**src/rtl/mult_pkg.sv**
```systemverilog
// mult_pkg
// Shared definitions for the sequential Booth multiplier slice.
//   - DATA_W / PROD_W : default operand and product widths
//   - COUNT_W         : Booth step counter width for DATA_W operands
//   - state_t         : 2-bit FSM encoding (IDLE=00, RUN=01, DONE=10, 11 illegal)
//   - booth_op_t      : action chosen by the {Q[0], Q-1} bit pair
//   - booth_decode()  : maps the bit pair to its Booth action
package mult_pkg;

    localparam int DATA_W  = 16;
    localparam int PROD_W  = 2 * DATA_W;
    localparam int COUNT_W = $clog2(DATA_W);

    typedef logic [1:0] state_t;

    localparam state_t ST_IDLE = 2'b00;
    localparam state_t ST_RUN  = 2'b01;
    localparam state_t ST_DONE = 2'b10;

    typedef enum logic [1:0] {
        OP_HOLD = 2'b00,
        OP_ADD  = 2'b01,
        OP_SUB  = 2'b10
    } booth_op_t;

    // Radix-2 Booth recoding: 10 starts a run of ones (subtract),
    // 01 ends one (add), 00/11 are inside a run (no arithmetic).
    function automatic booth_op_t booth_decode(input logic q0, input logic qm1);
        booth_op_t op;
        case ({q0, qm1})
            2'b10:   op = OP_SUB;
            2'b01:   op = OP_ADD;
            default: op = OP_HOLD;
        endcase
        return op;
    endfunction

endpackage

```
**src/rtl/seq_booth_mult_booth_step.sv**
```systemverilog
// booth_step
// One combinational radix-2 Booth iteration: conditional add/subtract of
// the multiplicand into the accumulator, then an arithmetic right shift of
// the whole {ACC, Q, Q-1} triple by one bit.
// Ports:
//   acc_in  / acc_out : WIDTH+1 bit accumulator (extra bit holds -2^(WIDTH-1) magnitudes)
//   q_in    / q_out   : WIDTH bit multiplier / low product bits
//   qm1_in  / qm1_out : the Q-1 guard bit
//   m_in              : sign-extended multiplicand, WIDTH+1 bits
module booth_step
    import mult_pkg::*;
#(
    parameter int WIDTH = DATA_W
) (
    input  logic [WIDTH:0]   acc_in,
    input  logic [WIDTH-1:0] q_in,
    input  logic             qm1_in,
    input  logic [WIDTH:0]   m_in,
    output logic [WIDTH:0]   acc_out,
    output logic [WIDTH-1:0] q_out,
    output logic             qm1_out
);

    booth_op_t      op_s;
    logic [WIDTH:0] sum_s;

    assign op_s = booth_decode(q_in[0], qm1_in);

    // Accumulator update selected by the Booth bit pair.
    always_comb begin
        sum_s = acc_in;
        case (op_s)
            OP_ADD:  sum_s = acc_in + m_in;
            OP_SUB:  sum_s = acc_in - m_in;
            OP_HOLD: sum_s = acc_in;
            default: sum_s = acc_in;
        endcase
    end

    // Arithmetic shift right of {ACC, Q, Q-1}; ACC sign bit is replicated.
    always_comb begin
        acc_out = {sum_s[WIDTH], sum_s[WIDTH:1]};
        q_out   = {sum_s[0], q_in[WIDTH-1:1]};
        qm1_out = q_in[0];
    end

endmodule

```
**src/rtl/seq_booth_mult.sv**
```systemverilog
// seq_booth_mult
// Sequential signed multiplier: full-precision 2*WIDTH-bit product of two
// WIDTH-bit two's-complement operands, one radix-2 Booth step per clock.
// Ports:
//   clk     : system clock, all state on posedge
//   reset   : synchronous active-high reset, highest priority
//   start   : request; operands a/b captured on the accepting edge
//   a, b    : signed multiplicand / multiplier
//   product : registered signed result, held until the next completion
//   busy    : high while the Booth steps are running (WIDTH cycles)
//   done    : one-cycle pulse when product becomes valid
// All outputs are driven straight from flops.
module seq_booth_mult
    import mult_pkg::*;
#(
    parameter int WIDTH = DATA_W
) (
    input  logic                 clk,
    input  logic                 reset,
    input  logic                 start,
    input  logic [WIDTH-1:0]     a,
    input  logic [WIDTH-1:0]     b,
    output logic [2*WIDTH-1:0]   product,
    output logic                 busy,
    output logic                 done
);

    localparam int CNT_W = (WIDTH > 1) ? $clog2(WIDTH) : 1;
    localparam logic [CNT_W-1:0] LAST_COUNT = CNT_W'(WIDTH - 1);
    localparam logic [CNT_W-1:0] COUNT_ONE  = CNT_W'(1);

    state_t               state_r;
    logic [WIDTH:0]       acc_r;
    logic [WIDTH-1:0]     q_r;
    logic                 qm1_r;
    logic [WIDTH:0]       m_r;
    logic [CNT_W-1:0]     count_r;
    logic [2*WIDTH-1:0]   product_r;
    logic                 busy_r;
    logic                 done_r;

    logic [WIDTH:0]       acc_nxt_s;
    logic [WIDTH-1:0]     q_nxt_s;
    logic                 qm1_nxt_s;
    logic                 accept_s;
    logic                 last_step_s;

    booth_step #(
        .WIDTH   (WIDTH)
    ) u_step (
        .acc_in  (acc_r),
        .q_in    (q_r),
        .qm1_in  (qm1_r),
        .m_in    (m_r),
        .acc_out (acc_nxt_s),
        .q_out   (q_nxt_s),
        .qm1_out (qm1_nxt_s)
    );

    // Start acceptance. The DONE cycle also accepts, so a held start gets
    // one product every WIDTH+1 cycles; RUN never accepts (no queuing).
    always_comb begin
        accept_s = 1'b0;
        if ((state_r == ST_IDLE) || (state_r == ST_DONE)) begin
            accept_s = start;
        end else begin
            accept_s = 1'b0;
        end
    end

    // Final Booth step of the current operation.
    always_comb begin
        last_step_s = 1'b0;
        if (state_r == ST_RUN) begin
            last_step_s = (count_r == LAST_COUNT);
        end else begin
            last_step_s = 1'b0;
        end
    end

    // FSM, datapath registers and registered outputs.
    always_ff @(posedge clk) begin
        if (reset) begin
            state_r   <= ST_IDLE;
            acc_r     <= {(WIDTH+1){1'b0}};
            q_r       <= {WIDTH{1'b0}};
            qm1_r     <= 1'b0;
            m_r       <= {(WIDTH+1){1'b0}};
            count_r   <= {CNT_W{1'b0}};
            product_r <= {(2*WIDTH){1'b0}};
            busy_r    <= 1'b0;
            done_r    <= 1'b0;
        end else if (accept_s) begin
            state_r <= ST_RUN;
            m_r     <= {a[WIDTH-1], a};
            q_r     <= b;
            qm1_r   <= 1'b0;
            acc_r   <= {(WIDTH+1){1'b0}};
            count_r <= {CNT_W{1'b0}};
            busy_r  <= 1'b1;
            done_r  <= 1'b0;
        end else begin
            case (state_r)
                ST_IDLE: begin
                    busy_r <= 1'b0;
                    done_r <= 1'b0;
                end
                ST_RUN: begin
                    acc_r   <= acc_nxt_s;
                    q_r     <= q_nxt_s;
                    qm1_r   <= qm1_nxt_s;
                    count_r <= count_r + COUNT_ONE;
                    if (last_step_s) begin
                        // Low 2*WIDTH bits of the shifted {ACC, Q}; the
                        // extra ACC bit is only a guard and is dropped.
                        product_r <= {acc_nxt_s[WIDTH-1:0], q_nxt_s};
                        state_r   <= ST_DONE;
                        busy_r    <= 1'b0;
                        done_r    <= 1'b1;
                    end
                end
                ST_DONE: begin
                    state_r <= ST_IDLE;
                    busy_r  <= 1'b0;
                    done_r  <= 1'b0;
                end
                default: begin
                    // Illegal code 11: recover to IDLE.
                    state_r <= ST_IDLE;
                    busy_r  <= 1'b0;
                    done_r  <= 1'b0;
                end
            endcase
        end
    end

    assign product = product_r;
    assign busy    = busy_r;
    assign done    = done_r;

endmodule

```
**config.mk**
```make
export PLATFORM = sky130hd
export DESIGN_NAME = seq_booth_mult
export DESIGN_NICKNAME = d
export VERILOG_FILES = /design/src/rtl/mult_pkg.sv /design/src/rtl/seq_booth_mult_booth_step.sv /design/src/rtl/seq_booth_mult.sv
export SDC_FILE = /design/constraint.sdc
export NUM_CORES = 1
export LEC_CHECK = 0
export CAP_MARGIN = 20
export CORE_MARGIN = 2
export CORE_UTILIZATION = 55
export CTS_BUF_LIST = sky130_fd_sc_hd__clkbuf_16
export DETAILED_ROUTE_END_ITERATION = 16
export PLACE_DENSITY = 0.84
export SKIP_CTS_REPAIR_TIMING = 1
export SYNTH_ARGS = -nofsm -noshare
export SYNTH_HDL_FRONTEND = slang
export SYNTH_SLANG_ARGS = --single-unit
```
**constraint.sdc**
```tcl
create_clock -name clk -period 3.5 [get_ports clk]
set_input_delay 1.05 -clock clk [delete_from_list [all_inputs] [get_ports clk]]
set_output_delay 1.05 -clock clk [all_outputs]
set_load 0.005 [all_outputs]
```
Yosys cells after proc, flatten, opt, wreduce, memory -nomap -nowiden

Index checks and enable logic that the tools add are counted.

Register bits after elaboration: 89
Input bits: 35
Output and inout port bits: 34
Logic and storage cells: 46

Add/subtract/negate cells: 3
Equality and inequality tests: 10
Muxes and demuxes: 12
Bitwise gates (word level): 3
Reduce and logical (&&, ||, !) cells: 8

Operator list:

| kind                                                | number |
|---|---|
| case mux 17 bit (2 select lines)                    | 1 |
| 2-to-1 mux 16 bit                                   | 2 |
| adder 16 x 16 -> 17 bit                             | 1 |
| subtractor 16 x 16 -> 17 bit                        | 1 |
| case mux 2 bit (2 select lines)                     | 2 |
| equality test 2 x 1 -> 1 bit, second input constant | 3 |
| equality test 2 bit, second input constant          | 3 |
| 2-to-1 mux 1 bit                                    | 6 |
| adder 4 x 1 -> 4 bit, second input constant         | 1 |
| equality test 4 bit, second input constant          | 1 |
| != test 2 bit, second input constant                | 2 |
| AND reduction 2 bit                                 | 2 |
| != test 3 bit, second input constant                | 1 |
| NOT 1 bit                                           | 3 |
| AND reduction 3 bit                                 | 1 |
| OR reduction 3 bit                                  | 1 |
| logical NOT 2 bit                                   | 1 |
| 2-to-1 mux 2 bit                                    | 1 |
| nonzero test 2 bit                                  | 1 |
| OR reduction 2 bit                                  | 1 |
| logical OR 1 bit                                    | 1 |

Longest topological paths before layout

Depth after elaboration: 6
Depth in mapped cells: 14
Mapped depth without buffers: 14

Hierarchy

Synthesis repeated with hierarchy kept, for this count alone.

Cell total of the unflattened synthesis: 613
Area, all modules: 4835.9 µm²

By module, submodules not included:

| module         | times used | cells an instance | area an instance (µm²) | sequential area each (µm²) |
|---|---|---|---|---|
| seq_booth_mult | 1          | 386               | 3308.2                 | 1801.7 |
| booth_step     | 1          | 227               | 1527.7                 | 0.0 |

Worst setup path after synthesis

No wires, ideal clock.

Path kind: flip-flop to flip-flop
From: reg qm1_r
To: reg acc_r[13]
Library setup time: 0.128 ns
Arrival time: 2.808 ns
Data required time: 3.372 ns
Path slack: 0.564 ns
Stages on the path, launching flop included: 13
Buffers on the path: 2
Clock period less this slack: 2.936 ns
Path through: dfxtp_1 inv_1 ha_1 clkbuf_1 clkbuf_1 mux2i_1 fa_1 a21o_1 a221oi_2 nor3_2 or3_1 o311ai_1 o21ai_1

Longest elaborated chain between the ends: 4
Elaborated cells between the ends (all ways): 6
Classes of those cells: eq/ne: 4; mux: 2

Ends and longest elaborated chain:

| what                                                                       | line                            | source |
|---|---|---|
| start, declared                                                            | seq_booth_mult.sv:35            | `logic qm1_r;` |
| start signal, assigned                                                     | seq_booth_mult.sv:111           | `qm1_r <= qm1_nxt_s;` |
| equality test 2 x 1 -> 1 bit / equality test 2 bit (equally long branches) | mult_pkg.sv:30                  | `case ({q0, qm1})` |
| case mux 2 bit (2 select lines) (*)                                        | mult_pkg.sv:30                  |  |
| equality test 2 bit / equality test 2 x 1 -> 1 bit (equally long branches) | seq_booth_mult_booth_step.sv:32 | `case (op_s)` |
| case mux 17 bit (2 select lines) (*)                                       | seq_booth_mult_booth_step.sv:32 |  |
| end signal, assigned                                                       | seq_booth_mult.sv:85            | `acc_r <= {(WIDTH+1){1'b0}};` |
| end signal, assigned                                                       | seq_booth_mult.sv:98            | `acc_r <= {(WIDTH+1){1'b0}};` |
| end signal, assigned                                                       | seq_booth_mult.sv:109           | `acc_r <= acc_nxt_s;` |
| end, declared                                                              | seq_booth_mult.sv:33            | `logic [WIDTH:0] acc_r;` |

Mark *: on every way between the ends. The rest lies on a longest branch, timed or not.
A chain may end at the register's enable or synchronous reset.

Worst setup path after layout

From: reg m_r[0]
To: reg product_r[28], in the netlist product[28]

Longest elaborated chain between the ends: 2
Elaborated cells between the ends (all ways): 3
Classes of those cells: add/sub: 2; mux: 1

Ends and longest elaborated chain:

| what                                                                           | line                                                             | source |
|---|---|---|
| start, declared                                                                | seq_booth_mult.sv:36                                             | `logic [WIDTH:0] m_r;` |
| start signal, assigned                                                         | seq_booth_mult.sv:88                                             | `m_r <= {(WIDTH+1){1'b0}};` |
| start signal, assigned                                                         | seq_booth_mult.sv:95                                             | `m_r <= {a[WIDTH-1], a};` |
| subtractor 16 x 16 -> 17 bit / adder 16 x 16 -> 17 bit (equally long branches) | seq_booth_mult_booth_step.sv:34, seq_booth_mult_booth_step.sv:33 |  |
| case mux 17 bit (2 select lines) (*)                                           | seq_booth_mult_booth_step.sv:32                                  |  |
| end signal, assigned                                                           | seq_booth_mult.sv:90                                             | `product_r <= {(2*WIDTH){1'b0}};` |
| end signal, assigned                                                           | seq_booth_mult.sv:116                                            | `product_r <= {acc_nxt_s[WIDTH-1:0], q_nxt_s};` |
| end, declared                                                                  | seq_booth_mult.sv:38                                             | `logic [2*WIDTH-1:0] product_r;` |

Marked as above.

==> impl_metrics.json <==
{
  "startpoint": "m_r[0]",
  "grt_pass1_vias": 4320,
  "synth_top_area_frac": 0.3802,
  "hold_ws_ns": 0.4523,
  "synth_edf_count": 0,
  "worstSkewPairLatency_ns": 0.35,
  "drive_above_1_share": 0.06154,
  "clock.fmax_mhz": 305.5,
  "maxSlewHeadroom": 0.4666,
  "endpoint_kind": "flop",
  "h-tree-depth": 3,
  "clkTransAtPathRegs_ns": 0.06,
  "drc_errors": 0,
  "synth.most_common_cell": "nand2_1",
  "insertedDiodeCount": 0,
  "routedWlPerCell_um": 15.57,
  "syn_inst": 593,
  "async_reset_ff_frac": 0,
  "cellPowerDensity_nw_per_um2": 457.2,
  "path_buf_inv": 1,
  "portBuffers": 68,
  "core.rowCount": 33,
  "grt_pass1_wl_um": 19570,
  "synth_top_area_cell": "dfxtp_1",
  "slowest_stage": "ha_1",
  "antenna_found_initial": 0,
  "cp_top_family": "simple AND/OR/NAND/NOR gates",
  "fin_worst_skew_ns": 0.007585,
  "synth_area_leaders": "dfxtp_1 38%, nand2_1 8.9%, a21oi_1 8.8%",
  "groute.usage.overall": 0.2667,
  "critPathArrivalTime_ns": 3.53,
  "via_per_inst": 5.932,
  "period_needed_ns": 3.274,
  "numCtsBuffers": 9,
  "ys_seq_area_frac": 0.3802,
  "gp_congestion": 0.9915,
  "drtAntennaViolNets": 0,
  "clockBufferDepth": 2,
  "crit_path_max_incr_delay_ns": 0.42,
  "grt-ovfl-total": 0,
  "grt_use_met1": 0.3393,
  "met3_usage": 0.05168,
  "crit_chain": "inv_1 > ha_1 > nor2b_1 > and2_1 > a21oi_1 > xnor2_1 > ha_1 > nand4_1 > a211o_1 > and4_1 > or3_1 > o31ai_2",
  "initial_core_util": 0.5674,
  "utilization": 0.6941,
  "drtPass1Iterations": 5,
  "worst-setup-path-type": "flop to flop",
  "use_met2": 0.4485,
  "hpwl_um": 8106,
  "syn_area_um2": 4686,
  "tightest_slew_ns": 0.7993,
  "cts_sinks": 89,
  "synth.top_cells.by_count": "111 x nand2_1, 89 x dfxtp_1, 82 x a21oi_1",
  "outcome": "complete, no violations",
  "rsz0062_at_grt": "false",
  "cts_tree": "done",
  "die_area_um2": 9274,
  "wl_um": 11760,
  "finalMaxSlewViolations": 0,
  "ir_drop_v": 0.0002848,
  "dieWidth_um": 96.30,
  "reg2reg_from": "m_r[0]",
  "hold_class": "flop to flop",
  "setup-violations-final": 0,
  "core_um2": 8258,
  "synth-seq-cells": 89,
  "pin_count": 69,
  "synth_nets": 648,
  "fin_area_um2": 5732,
  "tns_ns": 0,
  "drv_cap": 0,
  "power_leakage_uw": 0.002031,
  "timing.final.crit_share": 0.9353,
  "synthDistinctLibCells": 54,
  "hold_start": "done",
  "die_h_um": 96.30,
  "crit_path_start_kind": "flop",
  "place_area_um2": 5429,
  "ys_warn_count": 0,
  "hold_viol_final": 0,
  "synth_flop_cell": "dfxtp_1",
  "vias": 4479,
  "cp_max_fo": 6,
  "crit_top_cell": "ha_1",
  "avgSynthCellArea_um2": 7.902,
  "dr.first_iter.drc_count": 253,
  "worstPathRequired_ns": 3.76,
  "grt_max_degree": 47,
  "area_growth_pct": 22.32,
  "nets": 700,
  "root_buffer": "clkbuf_16",
  "grt_most_used_layer": "met2"
}
-- per-stage QoR --
stage               setup WS [ns]  std cells  total power, uW
finish                     0.2264        755             2621
global route              0.06014        755             2740
CTS                        0.2790        754             2614
detailed placement         0.3568        738             1695
global placement           0.4494        738             1674
floorplan                  0.5637        593             1546
-- final timing paths --
check,slack [ns],to,depth (start not counted)
hold / removal,0.45,done,2
hold reg to reg,0.45,done,2
setup reg to reg,0.23,product[28],12
setup / recovery,0.23,product[28],12
-- metal layers --
metal	part of all wire	routed length, um	up-vias
met5	0	0	-
met4	0.027	320	0
met3	0.055	645	39
met2	0.49	5706	151
met1	0.43	5083	2098
li1	-	-	2191
-- cell type report --
type | instances | area [um2]
Clock buffer | 9 | 225.2
Inverter | 9 | 33.78
Clock inverter | 7 | 62.56
Multi-Input combinational cell | 457 | 2731
Tap cell | 105 | 131.4
Timing Repair Buffer | 79 | 765.7
Sequential cell | 89 | 1782
Fill cell | 641 | 2526
-- state kept, by name, summed over array words and instances (netlist names) --
name	count
acc_r	16
busy	1
count_r	4
done	1
m_r	16
product	32
q_r	16
qm1_r	1
state_r	2
-- worst reg2reg max path: cells and delay by family, from the launching register on --
kind / cells / cell delay, ns
XOR/XNOR: 1 / 0.11
adder cells (fa/ha/maj): 2 / 0.65
AO/OA/AOI/OAI: 3 / 0.79
buffers and inverters: 1 / 0.10
flip-flops: 1 / 0.40
AND/OR/NAND/NOR: 5 / 1.15
-- layout by cell type, fill, tap and decap left out, types with 3 or more instances in the layout --
master and instances:
a21oi_1 82, nand3_1 8, nor3_1 5, nand2b_1 8, or4_1 3, o21a_1 8
nor3b_1 3, ha_1 19, nor2_1 56, mux2i_1 8, nand4_1 5, a21o_1 4
dfxtp_1 89, inv_1 9, nand2_1 111, nor4_1 3, a22oi_1 16, buf_4 10
inv_6 3, o21ai_1 3, a211oi_1 16, o31a_1 5, xor2_1 7, a31oi_1 5
clkdlybuf4s50_1 67, o211ai_1 7, o21ai_0 13, nor2b_1 7, clkbuf_16 9, xnor2_1 18
or3_1 5
-- cells by family (layout without fill, tap and decap cells) --
group                      Yosys count  in the layout  share of synthesized area
and+or+nand+nor                    231            231                     0.2280
AOI/OAI and AO/OA                  173            173                     0.2344
DFF                                 89             89                     0.3802
buffers and inverters               47            104                    0.03845
xor gates and xnor gates            25             25                    0.04673
adders and majority gates           20             20                    0.05501
muxes                                8              8                    0.01709
-- power breakdown --
part	switching [uW]	leakage, uW	internal [uW]	total [uW]
combinational	352	0.00117	255	607
clock	434	0.000136	493	928
sequential	37.2	0.000724	1050	1090
No activity file was read; power rests on OpenSTA's default activity.
